**src/rtl/pong_pkg.sv**
```systemverilog
// Shared constants and helpers for the Pong datapath.
// Screen geometry, play-field limits, defaults, colours.
package pong_pkg;
  localparam int SCR_W      = 160;
  localparam int SCR_H      = 120;
  localparam int PAD_W      = 2;
  localparam int LPAD_X     = 4;
  localparam int RPAD_X     = 154;
  localparam int PAD_Y_MAX  = 104;
  localparam int BALL_Y_MAX = 116;
  localparam int BALL_X_MAX = 156;
  localparam int LHIT_X     = LPAD_X + PAD_W;
  localparam int PAD_Y0     = 52;
  localparam int BALL_X0    = 78;
  localparam int BALL_Y0    = 58;

  localparam logic [2:0] COL_BLACK = 3'b000;
  localparam logic [2:0] COL_RED   = 3'b100;
  localparam logic [2:0] COL_BLUE  = 3'b001;
  localparam logic [2:0] COL_WHITE = 3'b111;

  function automatic logic [6:0] pad_next(
    input logic [6:0] y,
    input logic       up,
    input logic       dn,
    input int         step
  );
    int t;
    t = {25'd0, y};
    if (up && !dn)
      t = (t < step) ? 0 : t - step;
    else if (dn && !up)
      t = (t + step > PAD_Y_MAX) ?
          PAD_Y_MAX : t + step;
    return t[6:0];
  endfunction
endpackage

```
**src/rtl/pong_if.sv**
```systemverilog
// Control-FSM to datapath bundle: strobes and buttons in,
// pixel stream and miss flag out.
interface pong_if;
  logic       menu;
  logic       move_pads;
  logic       move_ball;
  logic       set_up_clear_screen;
  logic       clear_screen;
  logic       load_left_pad;
  logic       draw_left_pad;
  logic       load_right_pad;
  logic       draw_right_pad;
  logic       load_ball;
  logic       draw_ball;
  logic       reset_delta;
  logic       l_up;
  logic       l_down;
  logic       r_up;
  logic       r_down;
  logic [7:0] x;
  logic [6:0] y;
  logic [2:0] colour;
  logic       gameover;

  modport master (
    output menu, move_pads, move_ball,
    output set_up_clear_screen, clear_screen,
    output load_left_pad, draw_left_pad,
    output load_right_pad, draw_right_pad,
    output load_ball, draw_ball, reset_delta,
    output l_up, l_down, r_up, r_down,
    input  x, y, colour, gameover
  );

  modport slave (
    input  menu, move_pads, move_ball,
    input  set_up_clear_screen, clear_screen,
    input  load_left_pad, draw_left_pad,
    input  load_right_pad, draw_right_pad,
    input  load_ball, draw_ball, reset_delta,
    input  l_up, l_down, r_up, r_down,
    output x, y, colour, gameover
  );
endinterface

```
**src/rtl/pong_datapath_pixel_scanner.sv**
```systemverilog
// Raster scanner: latches a rectangle and walks it
// one pixel per draw cycle, saturating at the last pixel.
module pixel_scanner (
  input  logic       clk,
  input  logic       resetn,
  input  logic       i_zero,
  input  logic       i_load,
  input  logic [7:0] i_bx,
  input  logic [6:0] i_by,
  input  logic [7:0] i_w,
  input  logic [6:0] i_h,
  input  logic [2:0] i_col,
  input  logic       i_clr,
  input  logic       i_draw,
  output logic [7:0] o_x,
  output logic [6:0] o_y,
  output logic [2:0] o_colour
);
  logic [7:0] r_bx, r_w, r_ox;
  logic [6:0] r_by, r_h, r_oy;
  logic [2:0] r_col;
  logic       w_x_more, w_y_more;

  // compare with +1 so a zero-size shape just holds
  assign w_x_more = ({1'b0, r_ox} + 9'd1) < {1'b0, r_w};
  assign w_y_more = ({1'b0, r_oy} + 8'd1) < {1'b0, r_h};

  // shape registers and raster offsets; load beats draw
  always_ff @(posedge clk) begin
    if (!resetn || i_zero) begin
      r_bx  <= '0;
      r_by  <= '0;
      r_w   <= '0;
      r_h   <= '0;
      r_col <= '0;
      r_ox  <= '0;
      r_oy  <= '0;
    end else if (i_load) begin
      r_bx  <= i_bx;
      r_by  <= i_by;
      r_w   <= i_w;
      r_h   <= i_h;
      r_col <= i_col;
      r_ox  <= '0;
      r_oy  <= '0;
    end else if (i_clr) begin
      r_ox <= '0;
      r_oy <= '0;
    end else if (i_draw) begin
      if (w_x_more) begin
        r_ox <= r_ox + 8'd1;
      end else if (w_y_more) begin
        r_ox <= '0;
        r_oy <= r_oy + 7'd1;
      end
    end
  end

  assign o_x      = r_bx + r_ox;
  assign o_y      = r_by + r_oy;
  assign o_colour = r_col;
endmodule

```
**src/rtl/pong_datapath.sv**
```systemverilog
// Pong game state: paddles, ball, miss flag, and the
// shape selection feeding the pixel scanner.
module pong_datapath
  import pong_pkg::*;
#(
  parameter int PAD_STEP = 2,
  parameter int PAD_H    = 16,
  parameter int BALL_SZ  = 4
) (
  input  logic clk,
  input  logic resetn,
  pong_if.slave io_bus
);
  localparam int RHIT_X = RPAD_X - BALL_SZ;

  logic [6:0] r_lpad_y, r_rpad_y, r_ball_y;
  logic [7:0] r_ball_x;
  logic       r_dx, r_dy, r_gameover;

  logic       w_lhit, w_rhit, w_miss, w_yflip;
  logic       w_dx_n, w_dy_n;
  logic [7:0] w_by8, w_lp8, w_rp8;

  logic       w_load, w_draw;
  logic [7:0] w_bx, w_w;
  logic [6:0] w_by, w_h;
  logic [2:0] w_col;

  assign w_by8 = {1'b0, r_ball_y};
  assign w_lp8 = {1'b0, r_lpad_y};
  assign w_rp8 = {1'b0, r_rpad_y};

  // bounce and miss decisions for the current ball
  always_comb begin
    w_lhit = (r_ball_x == 8'(LHIT_X)) && !r_dx
      && (w_by8 + 8'(BALL_SZ - 1) >= w_lp8)
      && (w_by8 <= w_lp8 + 8'(PAD_H - 1));
    w_rhit = (r_ball_x == 8'(RHIT_X)) && r_dx
      && (w_by8 + 8'(BALL_SZ - 1) >= w_rp8)
      && (w_by8 <= w_rp8 + 8'(PAD_H - 1));
    w_miss = ((r_ball_x == 8'd0) && !r_dx)
      || ((r_ball_x == 8'(BALL_X_MAX)) && r_dx);
    w_yflip = ((r_ball_y == 7'd0) && !r_dy)
      || ((r_ball_y == 7'(BALL_Y_MAX)) && r_dy);
    w_dy_n = w_yflip ? ~r_dy : r_dy;
    w_dx_n = r_dx;
    if (w_lhit) w_dx_n = 1'b1;
    if (w_rhit) w_dx_n = 1'b0;
  end

  // game state update, once per move strobe
  always_ff @(posedge clk) begin
    if (!resetn || io_bus.menu) begin
      r_lpad_y   <= 7'(PAD_Y0);
      r_rpad_y   <= 7'(PAD_Y0);
      r_ball_x   <= 8'(BALL_X0);
      r_ball_y   <= 7'(BALL_Y0);
      r_dx       <= 1'b1;
      r_dy       <= 1'b1;
      r_gameover <= 1'b0;
    end else begin
      if (io_bus.move_pads) begin
        r_lpad_y <= pad_next(r_lpad_y,
          io_bus.l_up, io_bus.l_down, PAD_STEP);
        r_rpad_y <= pad_next(r_rpad_y,
          io_bus.r_up, io_bus.r_down, PAD_STEP);
      end
      if (io_bus.move_ball && !r_gameover) begin
        if (w_miss) begin
          r_gameover <= 1'b1;
        end else begin
          r_dx     <= w_dx_n;
          r_dy     <= w_dy_n;
          r_ball_x <= w_dx_n ? r_ball_x + 8'd1
                             : r_ball_x - 8'd1;
          r_ball_y <= w_dy_n ? r_ball_y + 7'd1
                             : r_ball_y - 7'd1;
        end
      end
    end
  end

  // shape selected by whichever load strobe is active
  always_comb begin
    w_bx  = '0;
    w_by  = '0;
    w_w   = '0;
    w_h   = '0;
    w_col = COL_BLACK;
    unique case (1'b1)
      io_bus.set_up_clear_screen: begin
        w_w = 8'(SCR_W);
        w_h = 7'(SCR_H);
      end
      io_bus.load_left_pad: begin
        w_bx  = 8'(LPAD_X);
        w_by  = r_lpad_y;
        w_w   = 8'(PAD_W);
        w_h   = 7'(PAD_H);
        w_col = COL_RED;
      end
      io_bus.load_right_pad: begin
        w_bx  = 8'(RPAD_X);
        w_by  = r_rpad_y;
        w_w   = 8'(PAD_W);
        w_h   = 7'(PAD_H);
        w_col = COL_BLUE;
      end
      io_bus.load_ball: begin
        w_bx  = r_ball_x;
        w_by  = r_ball_y;
        w_w   = 8'(BALL_SZ);
        w_h   = 7'(BALL_SZ);
        w_col = COL_WHITE;
      end
      default: ;
    endcase
  end

  assign w_load = io_bus.set_up_clear_screen
    | io_bus.load_left_pad | io_bus.load_right_pad
    | io_bus.load_ball;
  assign w_draw = io_bus.clear_screen
    | io_bus.draw_left_pad | io_bus.draw_right_pad
    | io_bus.draw_ball;

  pixel_scanner u_scan (
    .clk      (clk),
    .resetn   (resetn),
    .i_zero   (io_bus.menu),
    .i_load   (w_load),
    .i_bx     (w_bx),
    .i_by     (w_by),
    .i_w      (w_w),
    .i_h      (w_h),
    .i_col    (w_col),
    .i_clr    (io_bus.reset_delta),
    .i_draw   (w_draw),
    .o_x      (io_bus.x),
    .o_y      (io_bus.y),
    .o_colour (io_bus.colour)
  );

  assign io_bus.gameover = r_gameover;
endmodule

```
**src/flat_wrapper.sv**
```systemverilog
// flat-port wrapper written by rule: the top's interface ports become plain ports
module pong_datapath_flat import pong_pkg::*;
#(
  parameter int PAD_STEP = 2,
  parameter int PAD_H    = 16,
  parameter int BALL_SZ  = 4
)
  (clk, resetn, io_bus_menu, io_bus_move_pads, io_bus_move_ball, io_bus_set_up_clear_screen, io_bus_clear_screen, io_bus_load_left_pad, io_bus_draw_left_pad, io_bus_load_right_pad, io_bus_draw_right_pad, io_bus_load_ball, io_bus_draw_ball, io_bus_reset_delta, io_bus_l_up, io_bus_l_down, io_bus_r_up, io_bus_r_down, io_bus_x, io_bus_y, io_bus_colour, io_bus_gameover);
  pong_if io_bus_i ();
  input  logic clk;
  input  logic resetn;
  input wire logic [$bits(io_bus_i.menu)-1:0] io_bus_menu;
  input wire logic [$bits(io_bus_i.move_pads)-1:0] io_bus_move_pads;
  input wire logic [$bits(io_bus_i.move_ball)-1:0] io_bus_move_ball;
  input wire logic [$bits(io_bus_i.set_up_clear_screen)-1:0] io_bus_set_up_clear_screen;
  input wire logic [$bits(io_bus_i.clear_screen)-1:0] io_bus_clear_screen;
  input wire logic [$bits(io_bus_i.load_left_pad)-1:0] io_bus_load_left_pad;
  input wire logic [$bits(io_bus_i.draw_left_pad)-1:0] io_bus_draw_left_pad;
  input wire logic [$bits(io_bus_i.load_right_pad)-1:0] io_bus_load_right_pad;
  input wire logic [$bits(io_bus_i.draw_right_pad)-1:0] io_bus_draw_right_pad;
  input wire logic [$bits(io_bus_i.load_ball)-1:0] io_bus_load_ball;
  input wire logic [$bits(io_bus_i.draw_ball)-1:0] io_bus_draw_ball;
  input wire logic [$bits(io_bus_i.reset_delta)-1:0] io_bus_reset_delta;
  input wire logic [$bits(io_bus_i.l_up)-1:0] io_bus_l_up;
  input wire logic [$bits(io_bus_i.l_down)-1:0] io_bus_l_down;
  input wire logic [$bits(io_bus_i.r_up)-1:0] io_bus_r_up;
  input wire logic [$bits(io_bus_i.r_down)-1:0] io_bus_r_down;
  output wire logic [$bits(io_bus_i.x)-1:0] io_bus_x;
  output wire logic [$bits(io_bus_i.y)-1:0] io_bus_y;
  output wire logic [$bits(io_bus_i.colour)-1:0] io_bus_colour;
  output wire logic [$bits(io_bus_i.gameover)-1:0] io_bus_gameover;
  assign io_bus_i.menu = io_bus_menu;
  assign io_bus_i.move_pads = io_bus_move_pads;
  assign io_bus_i.move_ball = io_bus_move_ball;
  assign io_bus_i.set_up_clear_screen = io_bus_set_up_clear_screen;
  assign io_bus_i.clear_screen = io_bus_clear_screen;
  assign io_bus_i.load_left_pad = io_bus_load_left_pad;
  assign io_bus_i.draw_left_pad = io_bus_draw_left_pad;
  assign io_bus_i.load_right_pad = io_bus_load_right_pad;
  assign io_bus_i.draw_right_pad = io_bus_draw_right_pad;
  assign io_bus_i.load_ball = io_bus_load_ball;
  assign io_bus_i.draw_ball = io_bus_draw_ball;
  assign io_bus_i.reset_delta = io_bus_reset_delta;
  assign io_bus_i.l_up = io_bus_l_up;
  assign io_bus_i.l_down = io_bus_l_down;
  assign io_bus_i.r_up = io_bus_r_up;
  assign io_bus_i.r_down = io_bus_r_down;
  assign io_bus_x = io_bus_i.x;
  assign io_bus_y = io_bus_i.y;
  assign io_bus_colour = io_bus_i.colour;
  assign io_bus_gameover = io_bus_i.gameover;
  pong_datapath #(.PAD_STEP(PAD_STEP), .PAD_H(PAD_H), .BALL_SZ(BALL_SZ)) u_core (.clk(clk), .resetn(resetn), .io_bus(io_bus_i));
endmodule
```
**config.mk**
```make
export PLATFORM = sky130hd
export DESIGN_NAME = pong_datapath_flat
export DESIGN_NICKNAME = d
export VERILOG_FILES = /design/src/rtl/pong_pkg.sv /design/src/rtl/pong_if.sv /design/src/rtl/pong_datapath_pixel_scanner.sv /design/src/rtl/pong_datapath.sv /design/src/flat_wrapper.sv
export SDC_FILE = /design/constraint.sdc
export NUM_CORES = 1
export LEC_CHECK = 0
export BUFFER_PORTS_ARGS = -buffer_cell sky130_fd_sc_hd__buf_2
export CORE_MARGIN = 1
export CORE_UTILIZATION = 38
export CTS_BUF_LIST = sky130_fd_sc_hd__clkbuf_4
export DETAILED_ROUTE_END_ITERATION = 7
export MAX_ROUTING_LAYER = met4
export PLACE_DENSITY = 0.61
export SLEW_MARGIN = 10
export SYNTH_ARGS = -nofsm -noshare
export SYNTH_HDL_FRONTEND = slang
export SYNTH_HIERARCHICAL = 1
export SYNTH_SLANG_ARGS = --single-unit
```
**constraint.sdc**
```tcl
create_clock -name clk -period 4.4 [get_ports clk]
set_input_delay 0.88 -clock clk [delete_from_list [all_inputs] [get_ports clk]]
set_output_delay 0.88 -clock clk [all_outputs]
set_load 0.05 [all_outputs]
```
* Word level (Yosys, flattened, before mapping) *
Cells that the tools add are included.

word-level totals
  flip-flop bits (word level) = 80
  output and inout port bits = 19
  logic and storage cells = 113

operators by class
  $add $sub $neg = 17
  $lt $le $gt $ge = 10
  eq/ne operators = 4
  multiplexer cells = 20
  bitwise operators = 9
  reduce and logical (&&, ||, !) cells = 39

operator list
  cell                                                                           count
  7-bit two-way mux                                                              9
  8-bit case mux with 3 select lines                                             2
  7-bit case mux with 3 select lines                                             2
  7-bit by 2-bit adder with 8-bit output (second input constant)                 3
  8-bit two-way mux                                                              3
  7-bit by 4-bit adder with 8-bit output (second input constant)                 2
  8-bit by 1-bit adder with 8-bit output (second input constant)                 2
  8-bit == test (second input constant)                                          2
  8-bit by 7-bit greater-or-equal comparator with 1-bit output                   2
  8-bit by 7-bit > comparator with 1-bit output (second input constant)          2
  7-bit by 8-bit less-or-equal comparator with 1-bit output                      2
  1-bit logical AND                                                              15
  7-bit by 1-bit adder with 7-bit output (second input constant)                 2
  7-bit by 2-bit less-than comparator with 1-bit output (second input constant)  2
  7-bit by 2-bit subtractor with 7-bit output (second input constant)            2
  2-bit AND reduction                                                            5
  8-bit by 1-bit adder with 9-bit output (second input constant)                 1
  9-bit by 8-bit less-than comparator with 1-bit output                          1
  3-bit case mux with 3 select lines                                             1
  7-bit by 1-bit adder with 8-bit output (second input constant)                 1
  8-bit adder                                                                    1
  8-bit by 3-bit == test with 1-bit output (second input constant)               1
  1-bit logical NOT                                                              8
  8-bit logical NOT                                                              1
  other kinds (14)                                                               27

* Depth between registers and ports, before layout *
Gate-level depths: netlist of the first run.

  depth in word-level cells = 7
  depth in mapped cells = 22
  gate-level depth less buffers = 20

* Hierarchy *
The synthesis of the first run kept the hierarchy.

modules (own cells, without submodules)
  module         instances  cells each  area an instance (um2)  seq. area each (um2)
  pong_datapath  1          451         3389.5                  600.6
  pixel_scanner  1          308         2837.7                  960.9

* Worst setup path after synthesis of the first run *
OpenSTA, ideal clock, no wires.

  kind = register to register
  from = register u_core.r_rpad_y[1]
  to = register u_core.r_ball_x[7]
  arrival = 3999 ps
  data required time = 4328 ps
  slack = 330 ps
  stages on the path, launching flop included = 22
  path buffers = 2
  clock period less this slack = 4070 ps
  path through = dfxtp_1 -> clkbuf_1 -> inv_1 -> ha_1 -> clkbuf_1 -> nand2_1 -> nand2_1 -> xnor2_1 -> ha_1 -> nand3_1 -> o21bai_1 -> a31o_2 -> o221ai_1 -> nand3_1 -> ha_1 -> a21oi_1 -> a21boi_0 -> o21ai_0 -> a21oi_1 -> nor2b_1 -> mux2i_1 -> mux2i_1

between the ends
  cells in the longest elaborated chain, start to end = 5
  elaborated cells between the ends (all ways) = 7

RTL lines
  what                                                                                                                           RTL line                                  RTL
  from (decl)                                                                                                                    pong_datapath.sv:16                       logic [6:0] r_lpad_y, r_rpad_y, r_ball_y;
  from (signal assigned)                                                                                                         pong_datapath.sv:55                       r_rpad_y <= 7'(PAD_Y0);
  from (signal assigned)                                                                                                         pong_datapath.sv:65                       r_rpad_y <= pad_next(r_rpad_y,
  7-bit by 4-bit adder with 8-bit output / 8-bit by 7-bit greater-or-equal comparator with 1-bit output (equally long branches)  pong_datapath.sv:40, pong_datapath.sv:39
  7-bit by 8-bit less-or-equal comparator with 1-bit output / 1-bit logical AND (equally long branches)                          pong_datapath.sv:40, pong_datapath.sv:39
  1-bit logical AND (*)                                                                                                          pong_datapath.sv:40                       && (w_by8 <= w_rp8 + 8'(PAD_H - 1));
  1-bit two-way mux (*)                                                                                                          pong_datapath.sv:48                       if (w_rhit) w_dx_n = 1'b0;
  8-bit two-way mux (*)                                                                                                          pong_datapath.sv:74                       r_ball_x <= w_dx_n ? r_ball_x + 8'd1
  to (signal assigned)                                                                                                           pong_datapath.sv:56                       r_ball_x <= 8'(BALL_X0);
  to (signal assigned)                                                                                                           pong_datapath.sv:74
  to (decl)                                                                                                                      pong_datapath.sv:17                       logic [7:0] r_ball_x;

Every way passes the cells marked *; elsewhere a longest branch is shown, timed or not.
A chain may end at the register's enable or synchronous reset.

* Final worst setup path of the first run *
  from = register u_core.r_ball_y[1]
  to = register u_core.r_ball_x[7]

between the ends
  cells in the longest elaborated chain, start to end = 7
  elaborated cells between the ends (all ways) = 12

RTL lines
  what                                                          RTL line                                  RTL
  from (decl)                                                   pong_datapath.sv:16
  from (signal assigned)                                        pong_datapath.sv:57                       r_ball_y <= 7'(BALL_Y0);
  from (signal assigned)                                        pong_datapath.sv:76                       r_ball_y <= w_dy_n ? r_ball_y + 7'd1
  7-bit by 2-bit adder with 8-bit output                        pong_datapath.sv:36, pong_datapath.sv:39
  8-bit by 7-bit greater-or-equal comparator with 1-bit output  pong_datapath.sv:36                       && (w_by8 + 8'(BALL_SZ - 1) >= w_lp8)
  1-bit logical AND                                             pong_datapath.sv:36
  1-bit logical AND                                             pong_datapath.sv:37                       && (w_by8 <= w_lp8 + 8'(PAD_H - 1));
  1-bit two-way mux                                             pong_datapath.sv:47                       if (w_lhit) w_dx_n = 1'b1;
  1-bit two-way mux (*)                                         pong_datapath.sv:48
  8-bit two-way mux (*)                                         pong_datapath.sv:74

Marks and branches as above.

==> results.txt, run 1 <==
Via count - 5,456
Tmin final - 4.04 ns
Placed cell area - 6680 um^2
Final worst slack - 0.361 ns
DRC - 0
Seq/Total Area, Yosys - 25.1%
Post-Synthesis Cells - 759
Clock latency on the worst-skew pair - 0.47 ns
Max rail drop VDD - 0.000125 V
CP max stage cell - dfxtp_1
Cts bufs inserted - 9
Fraction of the mapped netlist area in simple logic gates - 18.4%
Worst Hold Class - register to register
Mux contribution to synthesized area - 6.63%
Final hold slack - 0.496 ns
# hold bufs at CTS - 0
I/O Buffers - 36
Core area - 15,900 um^2
Die height - 130 um
Compound-cell area share of the yosys netlist - 19.9%
Clk sinks - 78
Critical Path RT - 4.79 ns
Crit path kind - register to register
Vias in the first global route - 5,109
Routed WL per cell - 14.5 um
Slew margin rel. - 36.8%
Post-synth top flop - dfxtp_1
Antenna viol nets, final - 0
Leading cell types in the layout, fill and taps excluded - 78 x dfxtp_1, 75 x nor2_1, 74 x ha_1, 59 x inv_1
Commonest non-fill, non-tap cell in the layout - dfxtp_1
RePlAce Congestion - 0.896
Row count - 46
Levels on crit path - 17
First-pass GRT wire length - 24,600 um
#FFs+latches synth - 78
Pwr per Cell Area - 214 nW/um^2
Pre-CTS WS - 0.409 ns
Antenna cells - 0
Reg2reg start - u_core/r_ball_y[1]$_SDFFE_PP1P_
Top cells by area, synth - dfxtp_1 25%, ha_1 15%, mux2i_1 6.3%
Crit. End Element - register
Post-route cell area - 6800 um^2
Worst-path cell chain - inv_1 > ha_1 > nor2_1 > nand3_1 > xnor2_1 > ha_1 > a211o_1 > o221ai_1 > nand3_1 > buf_4 > ha_1 > or2_2 > a21oi_1 > a21oi_1 > nor2b_1 > mux2i_1 > mux2i_1
Register area - 1560 um^2
LEAKAGE - 3.14 nW
P&R area growth vs syn - 9.16%
H-tree depth - 3
Reg-to-reg endpoint - u_core/r_ball_x[7]$_SDFFE_PP0P_
Startpoint types - register
Share of the synthesized area in the top cell type - 25.1%
Largest net degree at the start of global routing - 36
Post-synth EDFFs - 0
Final Hold Viols - 0
CP peak stage delay - 0.50 ns
Status - complete, no violations
Setup crit start - u_core/r_ball_y[1]$_SDFFE_PP1P_
Nets - 890
Finished Core Util - 42.6%
Worst Path Max Fanout - 8
Cts repair resizes - 0
Final-layout fill cell count - 1,619
Number of iterations in the first detailed-routing pass - 7
Adder-cell area share of the yosys netlist - 16.8%
Crit path top cell by count - ha_1
Worst R2R Setup Slack - 0.36 ns
Critical Path End - u_core/r_ball_x[7]$_SDFFE_PP0P_
Share of post-route cells with drive strength above 1 - 12.4%
Initial Util - 39.1%
Xor/xnor cell area share of the yosys netlist - 6.61%
Root buffer cell - clkbuf_4
Chip width - 130 um
Fmax - 248 MHz
Clock buffer depth - 2
Setup Buffers After CTS - 0
Buf/Inv on CP - 2
Via density per instance - 5.39
Top-Level Pins - 37
Combinational family with the most area after synthesis - compound AO/OA/AOI/OAI gates
Clk_skew - 0.0167 ns
RSZ-0062 raised after global routing - false
Area of the multi-input gates - 4280 um^2
Top Family by Delay on Critical Path - simple AND/OR/NAND/NOR gates
Syn_area_per_cell - 8.20 um^2
Post-Route WL - 14,700 um
Initial antenna violation count - 0
Top cell type by total area after synthesis - dfxtp_1
CTS tree - yes
Final setup TNS - 0 ns
Async set-or-reset flop fraction in the synthesized netlist - 0%
Synth unique cells - 72
DIE AREA - 16,900 um^2
Fin. max-slew vios - 0
DR iter-0 viols - 293
Max_cap viols - 0
GRT Resource Usage Total - 18.9%
Clock transition at path regs - 0.13 ns
Remaining global-route overflow - 0
Period Utilization, post-route - 91.8%
Setup-failing EPs final - 0
Worst reg-to-reg path cell count - 17
Synth warnings - 6
Post-detail-place hpwl - 11,000 um
Post-Syn Area - 6230 um^2
Worst EP arrival - 4.43 ns
Worst-Margin Slew - 0.949 ns
logic make-up (layout without fill, tap and decap cells):
family	after synthesis	after routing
and+or+nand+nor	235	235
AOI/OAI and AO/OA	177	177
adders and majority gates	80	80
buffers and inverters	100	133
xor gates and xnor gates	47	47
DFF	78	78
muxes	41	41
other	1	6
power breakdown:
group          internal, mW  leakage [nW]  total (mW)  switching [mW]
Clock                 0.126        0.0670       0.412           0.286
Sequential            0.728         0.636       0.750          0.0219
Combinational         0.116          2.44       0.294           0.177
Total                 0.971          3.14        1.46           0.485
through the flow:
step	instances	power, mW
after CTS	1013	1.47
after detailed placement	997	1.06
after global routing	1013	1.54
after global placement	997	1.06
final	1013	1.46
after floorplan	764	0.988
synthesized netlist by cell type, types with 7 or more instances:
library cell and instances:
dfxtp_1 78, nor2_1 75, ha_1 74, inv_1 59, a21oi_1 44, nand2_1 44
mux2i_1 39, xnor2_1 38, o21ai_0 33, clkbuf_1 31, nand3_1 23, nor3_1 17
a21o_1 16, nand2b_1 14, nor2b_1 14, o211ai_1 11, nand4_1 10, xor2_1 9
o21a_1 7, or2_2 7
area by class of cell:
cell class / instances / area share, %
tap: 216 / 3.98
clock inverter: 6 / 0.699
multi-input combinational: 586 / 63.0
timing repair buffer: 57 / 4.97
clock buffer: 10 / 1.10
sequential: 78 / 23.0
inverter: 60 / 3.31
worst register-to-register path, cell delays in order, from the launching register on:
cell and delay, ns:
dfxtp_1 0.50, inv_1 0.22, ha_1 0.25, nor2_1 0.16, nand3_1 0.11, xnor2_1 0.24, ha_1 0.29, a211o_1 0.29
o221ai_1 0.20, nand3_1 0.17, buf_4 0.21, ha_1 0.31, or2_2 0.28, a21oi_1 0.16, a21oi_1 0.07, nor2b_1 0.14
mux2i_1 0.19, mux2i_1 0.18
metal layers:
layer  part of all wire [%]  up-vias  GRT usage [%]  wire, um
met1                     49     2540           24.1      7140
met5                      0        -              -         0
met2                     45      149           30.4      6620
met3                    4.7       19           3.73       688
li1                       -     2748              -         -
met4                    1.7        0           5.27       246
worst min path at each step:
stage,from,to,slack (ns),depth (start not counted)
2_1_floorplan,u_core/u_scan/r_w[0]$_SDFFE_PP0P_,u_core/u_scan/r_w[0]$_SDFFE_PP0P_,0.45,2
4_1_cts,u_core/io_bus.gameover$_SDFFE_PP0P_,u_core/io_bus.gameover$_SDFFE_PP0P_,0.50,2
3_5_place_dp,u_core/io_bus.gameover$_SDFFE_PP0P_,u_core/io_bus.gameover$_SDFFE_PP0P_,0.47,2
6_report,u_core/io_bus.gameover$_SDFFE_PP0P_,u_core/io_bus.gameover$_SDFFE_PP0P_,0.50,2
5_1_grt,u_core/io_bus.gameover$_SDFFE_PP0P_,u_core/io_bus.gameover$_SDFFE_PP0P_,0.54,2
3_3_place_gp,u_core/io_bus.gameover$_SDFFE_PP0P_,u_core/io_bus.gameover$_SDFFE_PP0P_,0.47,2
state kept, by name, indices dropped and copies added (netlist names), 7 cells and up:
register            count
u_core/u_scan/r_by      7
u_core/u_scan/r_ox      8
u_core/r_ball_y         7
u_core/u_scan/r_oy      7
u_core/r_ball_x         8
u_core/u_scan/r_bx      8
u_core/u_scan/r_w       8
u_core/u_scan/r_h       7
Note: power is estimated with default switching activity, not from simulation.
==> inputs of run 2 (changes only) <==
--- a/config.mk
+++ b/config.mk
@@ -6,12 +6,13 @@
 export NUM_CORES = 1
 export LEC_CHECK = 0
 export BUFFER_PORTS_ARGS = -buffer_cell sky130_fd_sc_hd__buf_2
+export CORE_ASPECT_RATIO = 1.4
 export CORE_MARGIN = 1
 export CORE_UTILIZATION = 38
 export CTS_BUF_LIST = sky130_fd_sc_hd__clkbuf_4
 export DETAILED_ROUTE_END_ITERATION = 7
 export MAX_ROUTING_LAYER = met4
-export PLACE_DENSITY = 0.61
+export PLACE_DENSITY = 0.56
 export SLEW_MARGIN = 10
 export SYNTH_ARGS = -nofsm -noshare
 export SYNTH_HDL_FRONTEND = slang
==> constraint.sdc (replaced) <==
create_clock -name clk -period 5 [get_ports clk]
set_input_delay 1 -clock clk [delete_from_list [all_inputs] [get_ports clk]]
set_output_delay 1 -clock clk [all_outputs]
set_load 0.05 [all_outputs]
==> run 2 against run 1 <==
Register-to-register slack better by 0.25 ns. First-iteration DRC count up 2.0%. Sequential power down 12%. Non-clock buffer count down 14. Combinational power down 14%. Critical endpoint unchanged. Largest power group unchanged.
==> results.txt, run 2 (synthesized netlist as in run 1, its figures left out) <==
CP peak stage delay - 0.55 ns (was 0.50 ns)
Worst Path Max Fanout - 11 (was 8)
Fin. max-slew vios - 0 (unchanged)
Setup-failing EPs final - 0 (unchanged)
Leading cell types in the layout, fill and taps excluded - 78 x dfxtp_1, 75 x nor2_1, 74 x ha_1, 59 x inv_1 (unchanged)
Chip width - 110 um (was 130 um)
RePlAce Congestion - 0.992 (was 0.896)
Cts repair resizes - 0 (unchanged)
I/O Buffers - 36 (unchanged)
Die height - 153 um (was 130 um)
Routed WL per cell - 16.1 um (was 14.5 um)
Core area - 16,100 um^2 (was 15,900 um^2)
RSZ-0062 raised after global routing - false (unchanged)
P&R area growth vs syn - 7.74% (was 9.16%)
Clock latency on the worst-skew pair - 0.47 ns (about the same)
Share of post-route cells with drive strength above 1 - 10.6% (was 12.4%)
DR iter-0 viols - 299 (was 293)
Worst-Margin Slew - 0.947 ns (was 0.949 ns)
Nets - 876 (was 890)
Top-Level Pins - 37 (unchanged)
Number of iterations in the first detailed-routing pass - 5 (was 7)
Post-Route WL - 15,800 um (was 14,700 um)
GRT Resource Usage Total - 20.2% (was 18.9%)
Critical Path RT - 5.41 ns (was 4.79 ns)
Clock transition at path regs - 0.13 ns (about the same)
Crit. End Element - register (unchanged)
Initial Util - 38.7% (was 39.1%)
Pwr per Cell Area - 203 nW/um^2 (was 214 nW/um^2)
Post-detail-place hpwl - 11,900 um (was 11,000 um)
Period Utilization, post-route - 87.8% (was 91.8%)
Crit path top cell by count - ha_1 (unchanged)
Clk_skew - 0.0124 ns (was 0.0167 ns)
Final-layout fill cell count - 1,643 (was 1,619)
Slew margin rel. - 36.9% (was 36.8%)
Worst-path cell chain - inv_1 > ha_1 > nand2_1 > nand2_1 > xnor2_1 > ha_1 > nand3_1 > o21bai_1 > a31o_2 > o221ai_1 > nand3_1 > ha_1 > a21oi_1 > a21boi_0 > o21ai_0 > a21oi_1 > nor2b_1 > mux2i_1 > mux2i_1 (was inv_1 > ha_1 > nor2_1 > nand3_1 > xnor2_1 > ha_1 > a211o_1 > o221ai_1 > nand3_1 > buf_4 > ha_1 > or2_2 > a21oi_1 > a21oi_1 > nor2b_1 > mux2i_1 > mux2i_1)
CP max stage cell - dfxtp_1 (unchanged)
Clock buffer depth - 2 (unchanged)
Max_cap viols - 0 (unchanged)
Via count - 5,466 (was 5,456)
Vias in the first global route - 5,355 (was 5,109)
Commonest non-fill, non-tap cell in the layout - dfxtp_1 (unchanged)
Max rail drop VDD - 0.000195 V (was 0.000125 V)
Antenna viol nets, final - 0 (unchanged)
DRC - 0 (unchanged)
Row count - 55 (was 46)
Status - complete, no violations (unchanged)
LEAKAGE - 3.09 nW (was 3.14 nW)
Final setup TNS - 0 ns (unchanged)
Crit path kind - register to register (unchanged)
Initial antenna violation count - 1 (was 0)
Worst Hold Class - register to register (unchanged)
Largest net degree at the start of global routing - 36 (unchanged)
Via density per instance - 5.56 (was 5.39)
CTS tree - yes (unchanged)
Fmax - 228 MHz (was 248 MHz)
Worst EP arrival - 4.81 ns (was 4.43 ns)
Root buffer cell - clkbuf_4 (unchanged)
H-tree depth - 3 (unchanged)
First-pass GRT wire length - 25,800 um (was 24,600 um)
Tmin final - 4.39 ns (was 4.04 ns)
# hold bufs at CTS - 0 (unchanged)
Clk sinks - 78 (unchanged)
Remaining global-route overflow - 0 (unchanged)
Cts bufs inserted - 9 (unchanged)
Final Hold Viols - 0 (unchanged)
Setup Buffers After CTS - 0 (unchanged)
Final hold slack - 0.509 ns (was 0.496 ns)
DIE AREA - 16,900 um^2 (about the same)
Startpoint types - register (unchanged)
## run 2: worst paths after layout
path / from / to / slack (ns) / depth (start not counted)
min reg2reg: u_core/io_bus.gameover$_SDFFE_PP0P_ / u_core/io_bus.gameover$_SDFFE_PP0P_ / 0.51 / 2
max reg2reg: u_core/r_rpad_y[2]$_SDFFE_PP1P_ / u_core/r_ball_x[7]$_SDFFE_PP0P_ / 0.61 / 19
min: u_core/io_bus.gameover$_SDFFE_PP0P_ / u_core/io_bus.gameover$_SDFFE_PP0P_ / 0.51 / 2
max: u_core/r_rpad_y[2]$_SDFFE_PP1P_ / u_core/r_ball_x[7]$_SDFFE_PP0P_ / 0.61 / 19
## run 2: where the power goes
group / total (mW) / switching [mW] / internal (mW)
clock network: 0.446 / 0.246 / 0.199
logic: 0.254 / 0.155 / 0.0991
registers: 0.663 / 0.0225 / 0.641
## run 2: through the flow
| stage | power, mW | cell area, um^2 | setup WS, ns | instances | utilization (%) |
|---|---|---|---|---|---|
| detailed placement | 0.930 | 6550 | 0.638 | 966 | 40.7 |
| global route | 1.44 | 6710 | 0.242 | 983 | 41.7 |
| global placement | 0.925 | 6550 | 0.780 | 966 | 40.7 |
| CTS | 1.38 | 6710 | 0.609 | 982 | 41.6 |
| floorplan | 0.869 | 6250 | 0.930 | 764 | - |
| finish | 1.36 | 6710 | 0.608 | 983 | 41.7 |
## run 2: area by class of cell
class                   instances  area, um^2  share of cell area, %
multi-input cells             586        4280                   63.8
flip-flops and latches         78        1560                   23.3
well taps                     199         249                   3.71
repair buffers                 43         233                   3.47
inverters                      60         225                   3.36
clock inverters                 7        87.6                   1.31
clock buffers                   9        67.6                   1.01
diodes                          1        2.50                 0.0373
## run 2: routing by layer
layer | global-route usage [%] | vias up | routed length (um)
met2 | 37.0 | 100 | 8450
met4 | 8.58 | 0 | 465
li1 | - | 2726 | -
met3 | 3.71 | 32 | 520
met1 | 20.5 | 2608 | 6380
met5 | - | - | 0
## run 2: critical path, delay by kind of cell (launching register included)
family | cells | cell delay (ns)
adders and majority gates | 3 | 1.08
xor gates and xnor gates | 1 | 0.13
AOI/OAI and AO/OA | 7 | 1.23
and+or+nand+nor | 5 | 0.81
DFF | 1 | 0.55
muxes | 2 | 0.38
buffers and inverters | 1 | 0.16
